<file path="src/rtl/traffic_pkg.sv">
// traffic_pkg: shared light encodings, direction indices and debounce default
package traffic_pkg;
  typedef enum logic [2:0] {RED = 3'b001, YELLOW = 3'b010, GREEN = 3'b100} light_t;
  localparam int DIR_NS = 0;
  localparam int DIR_EW = 1;
  localparam int DEBOUNCE_DEFAULT = 8;
endpackage

</file>
<file path="src/rtl/input_debouncer.sv">
// input_debouncer: 2-flop synchroniser followed by a stable-count debouncer
module input_debouncer import traffic_pkg::*; #(
  parameter int DEBOUNCE_CYCLES = DEBOUNCE_DEFAULT
) (
  input  logic clk,
  input  logic rst,
  input  logic raw,
  output logic level
);
  localparam int CW = $clog2(DEBOUNCE_CYCLES);
  localparam logic [CW-1:0] LAST = CW'(DEBOUNCE_CYCLES - 1);
  logic s1, s2;
  logic [CW-1:0] cnt;
  always_ff @(posedge clk or posedge rst)
    if (rst) begin
      s1 <= 1'b0;
      s2 <= 1'b0;
      level <= 1'b0;
      cnt <= '0;
    end else begin
      s1 <= raw;
      s2 <= s1;
      if (s2 == level) cnt <= '0;
      else if (cnt == LAST) begin
        level <= s2;
        cnt <= '0;
      end else cnt <= cnt + CW'(1);
    end
endmodule

</file>
<file path="src/rtl/traffic_request_conditioner.sv">
// traffic_request_conditioner: debounced sensors/night level and latched ped requests
// Optional request-age counters are built when TRAFFIC_PED_WAIT_EN is defined.
module traffic_request_conditioner import traffic_pkg::*; #(
  parameter int DEBOUNCE_CYCLES = DEBOUNCE_DEFAULT,
  parameter int WAIT_W = 8
) (
  input  logic              clk,
  input  logic              rst,
  input  logic              raw_sensor_NS,
  input  logic              raw_sensor_EW,
  input  logic              raw_ped_NS,
  input  logic              raw_ped_EW,
  input  logic              raw_night,
  input  logic              ped_ack_NS,
  input  logic              ped_ack_EW,
  output logic              sensor_NS,
  output logic              sensor_EW,
  output logic              ped_NS,
  output logic              ped_EW,
  output logic              night_mode,
  output logic [WAIT_W-1:0] ped_wait_NS,
  output logic [WAIT_W-1:0] ped_wait_EW
);
  logic [4:0] raw, lvl;
  logic [1:0] ped_lvl, ped_prev, ack, ack_prev, press, ack_fall, req, req_n;
  assign raw = {raw_night, raw_ped_EW, raw_ped_NS, raw_sensor_EW, raw_sensor_NS};
  for (genvar i = 0; i < 5; i++) begin : g_db
    input_debouncer #(.DEBOUNCE_CYCLES(DEBOUNCE_CYCLES)) u_db (
      .clk(clk), .rst(rst), .raw(raw[i]), .level(lvl[i])
    );
  end
  assign sensor_NS = lvl[0];
  assign sensor_EW = lvl[1];
  assign night_mode = lvl[4];
  assign ped_lvl = lvl[3:2];
  assign ack = {ped_ack_EW, ped_ack_NS};
  // Clear on the falling edge of the walk so the controller's walk is not cut short
  always_comb begin
    press = ped_lvl & ~ped_prev;
    ack_fall = ack_prev & ~ack;
    req_n = (press & ~ack) | (req & ~ack_fall);
  end
  always_ff @(posedge clk or posedge rst)
    if (rst) begin
      ped_prev <= '0;
      ack_prev <= '0;
      req <= '0;
    end else begin
      ped_prev <= ped_lvl;
      ack_prev <= ack;
      req <= req_n;
    end
  assign ped_NS = req[DIR_NS];
  assign ped_EW = req[DIR_EW];
`ifdef TRAFFIC_PED_WAIT_EN
  logic [1:0][WAIT_W-1:0] wait_cnt;
  always_ff @(posedge clk or posedge rst)
    if (rst) wait_cnt <= '0;
    else
      for (int d = 0; d < 2; d++)
        if (req_n[d] && !req[d]) wait_cnt[d] <= '0;
        else if (req[d] && !(&wait_cnt[d])) wait_cnt[d] <= wait_cnt[d] + WAIT_W'(1);
  assign ped_wait_NS = wait_cnt[DIR_NS];
  assign ped_wait_EW = wait_cnt[DIR_EW];
`else
  assign ped_wait_NS = '0;
  assign ped_wait_EW = '0;
`endif
endmodule

</file>
<file path="config.mk">
export PLATFORM = sky130hd
export DESIGN_NAME = traffic_request_conditioner
export DESIGN_NICKNAME = d
export VERILOG_FILES = /design/src/rtl/traffic_pkg.sv /design/src/rtl/input_debouncer.sv /design/src/rtl/traffic_request_conditioner.sv
export SDC_FILE = /design/constraint.sdc
export NUM_CORES = 1
export LEC_CHECK = 0
export BUFFER_PORTS_ARGS = -buffer_cell sky130_fd_sc_hd__buf_2
export CORE_MARGIN = 3
export CORE_UTILIZATION = 30
export CTS_CLUSTER_DIAMETER = 150
export CTS_CLUSTER_SIZE = 30
export DETAILED_ROUTE_END_ITERATION = 7
export GPL_TIMING_DRIVEN = 0
export SETUP_SLACK_MARGIN = 0.15
export SLEW_MARGIN = 20
export SYNTH_ARGS = -nofsm -noshare
export SYNTH_HDL_FRONTEND = slang
export SYNTH_SLANG_ARGS = --single-unit
</file>
<file path="constraint.sdc">
create_clock -name clk -period 3.6 [get_ports clk]
set_clock_uncertainty 0.05 [all_clocks]
set_input_delay 0.54 -clock clk [delete_from_list [all_inputs] [get_ports clk]]
set_output_delay 0.54 -clock clk [all_outputs]
set_load 0.01 [all_outputs]
</file>
==> results of run 1 <==
==> registers in the layout (all words and copies together), names as in the netlist <==
name / flops
ped_prev: 2
g_db.u_db.s2: 5
ack_prev: 2
g_db.u_db.level: 5
g_db.u_db.cnt: 15
g_db.u_db.s1: 5
req: 2
==> worst max-delay path by stage <==
stage,endpoint,slack (ns),cells after the start
finish,sensor_EW,2.18,1
global route,sensor_EW,2.14,1
CTS,sensor_EW,2.17,1
detailed placement,g_db[3].u_db.level,2.26,3
global placement,g_db[4].u_db.cnt[2],1.84,2
floorplan,ack_prev[0],2.21,1
==> cells in the mapped netlist, drive strengths merged <==
master  instances
and2            6
buf            16
nand2b          2
xor2            3
inv             1
nor3b           5
dfrtp          36
ha             10
nor3            2
xnor2           2
nor2b           2
nor2            2
a22o            2
conb            1
mux2            5
==> layout make-up <==
class                      count  share of cell area (%)
clock inverter                 1                  0.2970
sequential                    36                   53.45
timing repair buffer          13                   3.860
clock buffer                   6                   4.306
tap                           52                   3.860
multi-input combinational     57                   26.87
inverter                       1                  0.2227
buffer                        16                   7.127
==> kinds of logic after synthesis <==
kind of cell	Yosys count	synth area share, %
buffers and inverters	17	8.715
xor gates and xnor gates	5	3.610
AOI/OAI and AO/OA	2	1.233
muxes	5	3.961
adders and majority gates	10	8.803
DFF	36	63.38
other	1	0.2638
and+or+nand+nor	19	10.04
==> per-layer routing <==
layer  GRT usage, %  up-vias
li1               -      352
met5              0        -
met1          7.587      353
met3          3.872        4
met2          12.09       26
met4          2.964        0
==> power groups by stage <==
stage | combinational [mW] | sequential (mW) | clock [mW]
2_1_floorplan | 0.172 | 0.590 | 0
3_3_place_gp | 0.231 | 0.585 | 0
3_5_place_dp | 0.251 | 0.593 | 0
4_1_cts | 0.255 | 0.585 | 0.270
5_1_grt | 0.286 | 0.596 | 0.284
6_report | 0.246 | 0.583 | 0.255
==> run summary, run 1 <==
Yosys reg bits = 36
Tmin final = 1.417 ns
Int Pwr = 785.3 uW
Worst-Margin Slew = 0.7162 ns
Status = completed
Pre-CTS setup slack = 2.258 ns
RSZ-0062 raised after global routing = no
Max VDD drop = 0.3268 mV
Count of nets after finishing = 149
Post-route DRC = 0
Clock buffer count from CTS = 5
DR WL/cell = 10.03 um
Power Total = 1.084 mW
PnR worst setup slack = 2.183 ns
Postcts setup bufs = 0
Synth Cell Area = 1421 um2
CTS Root Cell = clkbuf_8
I/O pin total = 30
Clk pin slew, worst setup/hold paths = 0.07 ns
Final setup viols = 0
Cell chain of the critical path = buf_2
Layout cells sized above 1 = 32.31%
H-tree depth = 2
Crit path from = g_db[1].u_db.level
GRT Total Usage = 7.227%
Grt total ovfl = 0
Hold_sp = g_db[3].u_db.s1
Clock power frac = 23.5%
I/O Buffers = 13
CP Launch Type = flop
Placed insts = 175
Fill count = 423
Routed vias/inst = 4.038
Antenna violations before repair = 0
CTS tree = yes
Max-Cap Viols = 0
Final non-filler cell total = 182
Critical-path top delay cell = dfrtp_1
DR iter-0 viols = 10
CTS sink cnt = 36
Switch share = 27.55%
Fmax = 705.9 MHz
Skew-Pair Late Insertion Delay = 0.27 ns
Post-CTS Resized = 0
Hold WS = 0.3002 ns
Core area = 4474 um2
Met2 Wirelength = 888 um
Final WL = 1826 um
Leakage = 0.9231 nW
Slew headroom = 52.18%
Crit path max fanout = 3
Share of the clock period used by the worst path = 39.35%
Vias in the first global route = 710
Max Slew Vio Count = 0
Worst EP required = 3.01 ns
Critical path's top delay family = flip-flops
Worst r2r dst = g_db[3].u_db.level
Chip Width = 74.83 um
Syn_area_per_cell = 14.96 um2
PwrDens = 643.2 nW/um2
Die Footprint = 5600 um2
Met1 wire length = 777 um
Worst hold stages = 0
DRT Pass-1 Iters = 2
Fin. Hold Viols = 0
Top cell type's share of synthesized area = 63.38%
Netlist cell types = 18
DR vias = 735
FF-to-FF path depth = 3
Critical Path AT = 0.83 ns
Seq pwr share = 53.8%
Syn-to-layout area delta = 18.57%
Crit end category = output pin
Yosys warning total = 0
Top routing layer used = met4
Detail Route Antenna Nets = 0
Max incr delay on CP = 0.40 ns
Area after DPL = 1608 um2
Sw power = 298.6 uW
Hold Path Class = flop to flop
Final TNS setup = 0 ns
Most frequent cells in the layout = 36 x dfrtp_1, 16 x buf_4, 16 x conb_1
Num rows = 24
Starting density of the core = 31.77%
Clk buf depth = 2
Fin util = 37.67%
Worst path bufs/invs = 1
Reg2reg setup slack = 2.26 ns
Hold buffers post-CTS = 0
Syn Inst Count = 95
Most common cell after layout, fill and taps aside = dfrtp_1
CP Class = flop to output pin
Combinational Power Share = 22.7%
Area of the multi-input gates = 452.9 um2
Final Cell Area = 1685 um2
WL met3 = 132 um
First-pass GRT wire length = 3001 um
R2R Path Start = g_db[3].u_db.cnt[0]
Synth area leaders = dfrtp_1 63%, ha_1 8.8%, buf_4 8.5%
Largest net degree at the start of global routing = 37
FF/Latch Area = 900.9 um2
# diodes = 0
Die Ht = 74.83 um
Post-synthesis sequential area ratio = 63.38%
Hold Path Sink = g_db[3].u_db.s2
Largest area contributor in the netlist = dfrtp_1
Global placer's final weighted congestion = 0.6800
No activity file was read; power rests on OpenSTA's default activity.
==> run 2: changes to the inputs <==
==> constraint.sdc (replaced) <==
create_clock -name clk -period 1.41 [get_ports clk]
set_clock_uncertainty 0.05 [all_clocks]
set_input_delay 0.2115 -clock clk [delete_from_list [all_inputs] [get_ports clk]]
set_output_delay 0.2115 -clock clk [all_outputs]
set_load 0.01 [all_outputs]
==> run 2 against run 1 <==
  * First-iteration DRC count unchanged
  * Largest power group unchanged
  * Global-route usage up 0.22 points
  * Highest routed layer unchanged
  * Combinational power rose to 3.2 times the previous value
  * Largest cell class unchanged
  * Flip-flop and latch count unchanged
  * Die area unchanged
  * Sequential share of layout area down 3.9 points
  * Routed wire length up 7.3%
  * Power rose to 2.7 times the previous value
  * Clock power rose to 2.6 times the previous value
==> run summary, run 2 (synthesized netlist as in run 1, its figures left out) <==
Hold WS = 0.002941 ns
CP Class = flop to flop
H-tree depth = 2
Max VDD drop = 0.8599 mV
Placed insts = 175
Most frequent cells in the layout = 36 x dfrtp_1, 21 x buf_4, 16 x conb_1
Largest net degree at the start of global routing = 37
I/O pin total = 30
CTS Root Cell = clkbuf_8
Largest register FFs = 15
Grt total ovfl = 0
Antenna violations before repair = 0
DR WL/cell = 10.21 um
Routed vias/inst = 4.021
Clk pin slew, worst setup/hold paths = 0.06 ns
Sw power = 808.0 uW
Skew-Pair Late Insertion Delay = 0.28 ns
CTS tree = yes
Power Total = 2.930 mW
Worst-Margin Slew = 0.7239 ns
First-pass GRT wire length = 3118 um
Clock power frac = 22.3%
RSZ-0062 raised after global routing = yes
Fmax = 807.5 MHz
Core area = 4474 um2
GRT Total Usage = 7.451%
Clock buffer count from CTS = 5
DRT Pass-1 Iters = 4
Hold Path Class = input pin to asynchronous set/reset pin
Crit end category = flop
Critical Path AT = 1.34 ns
Worst EP required = 1.52 ns
Syn-to-layout area delta = 27.82%
Die Ht = 74.83 um
Status = completed
Seq pwr share = 50.9%
Fin. Hold Viols = 0
Max Slew Vio Count = 0
R2R Path Start = g_db[0].u_db.cnt[0]
Most common cell after layout, fill and taps aside = dfrtp_1
Final WL = 1960 um
Int Pwr = 2.122 mW
CTS sink cnt = 36
Final non-filler cell total = 192
Reg with most FFs = g_db.u_db.cnt
Die Footprint = 5600 um2
CP Launch Type = flop
Final setup viols = 0
Slew headroom = 51.67%
Detail Route Antenna Nets = 0
Global placer's final weighted congestion = 0.6800
Post-route DRC = 0
Crit path max fanout = 2
Leakage = 0.9487 nW
Tmin final = 1.238 ns
Chip Width = 74.83 um
DR iter-0 viols = 10
Clk buf depth = 2
Share of the clock period used by the worst path = 87.82%
Max-Cap Viols = 0
Num rows = 24
I/O Buffers = 13
# diodes = 0
Count of nets after finishing = 159
PwrDens = 1613 nW/um2
Layout cells sized above 1 = 40.00%
DR vias = 772
Crit path from = g_db[0].u_db.cnt[0]
Combinational Power Share = 26.8%
Starting density of the core = 31.77%
Switch share = 27.57%
Vias in the first global route = 741
-- run 2: critical path, cell delays in order, from the launching register on --
cell and delay, ns:
dfrtp_1 0.38, ha_1 0.20, ha_2 0.19, mux2_1 0.31
-- run 2: power groups by stage --
stage / clock, mW / combinational (mW) / sequential, mW
after detailed placement: 0 / 0.642 / 1.51
after global routing: 0.725 / 0.902 / 1.53
final: 0.653 / 0.786 / 1.49
after global placement: 0 / 0.590 / 1.49
after CTS: 0.688 / 0.731 / 1.49
after floorplan: 0 / 0.439 / 1.51
-- run 2: stage by stage --
stage	cell area, um2	utilization, %	setup TNS, ns	worst slack [ns]
after floorplan	1478	-	0	0.1512
after global placement	1608	35.93	-0.7965	-0.02300
after detailed placement	1608	35.93	0	0.06810
after CTS	1773	39.63	0	0.1313
after global routing	1817	40.60	0	0.1320
final	1817	40.60	0	0.1717
-- run 2: what timing repair did --
item / 4_1_cts / 5_1_grt
buffers inserted: 3 / 2
hold endpoints to repair: 5 / 0
pin swaps: 0 / 1
hold buffers: 5 / 0
gates resized for setup: 6 / 5
endpoints found under the setup margin: 5 / 5
-- run 2: final cells by class --
| type | count | area (um2) |
|---|---|---|
| Tap cell | 52 | 65.06 |
| Multi-Input combinational cell | 57 | 496.7 |
| Timing Repair Buffer | 23 | 152.6 |
| Buffer | 16 | 120.1 |
| Clock buffer | 6 | 72.57 |
| Sequential cell | 36 | 900.9 |
| Fill cell | 413 | 2658 |
| Clock inverter | 1 | 5.005 |
| Inverter | 1 | 3.754 |
-- run 2: path summary, 6_finish.rpt --
path,end,slack [ns],cells after the start
setup / recovery,g_db[0].u_db.level,0.17,3
hold / removal,g_db[2].u_db.cnt[1],0.003,2
setup reg to reg,g_db[0].u_db.level,0.17,3
hold reg to reg,g_db[3].u_db.s2,0.30,0
max in group asynchronous,g_db[0].u_db.cnt[1],0.84,2
min in group clk,ack_prev[0],0.02,1
-- run 2: layer usage --
layer	track usage, %	share of wire (%)	vias to the layer above
met5	0	0	-
met4	2.964	1.7	0
met3	3.738	6.3	5
met2	12.67	50	26
met1	7.843	42	370
li1	-	-	371
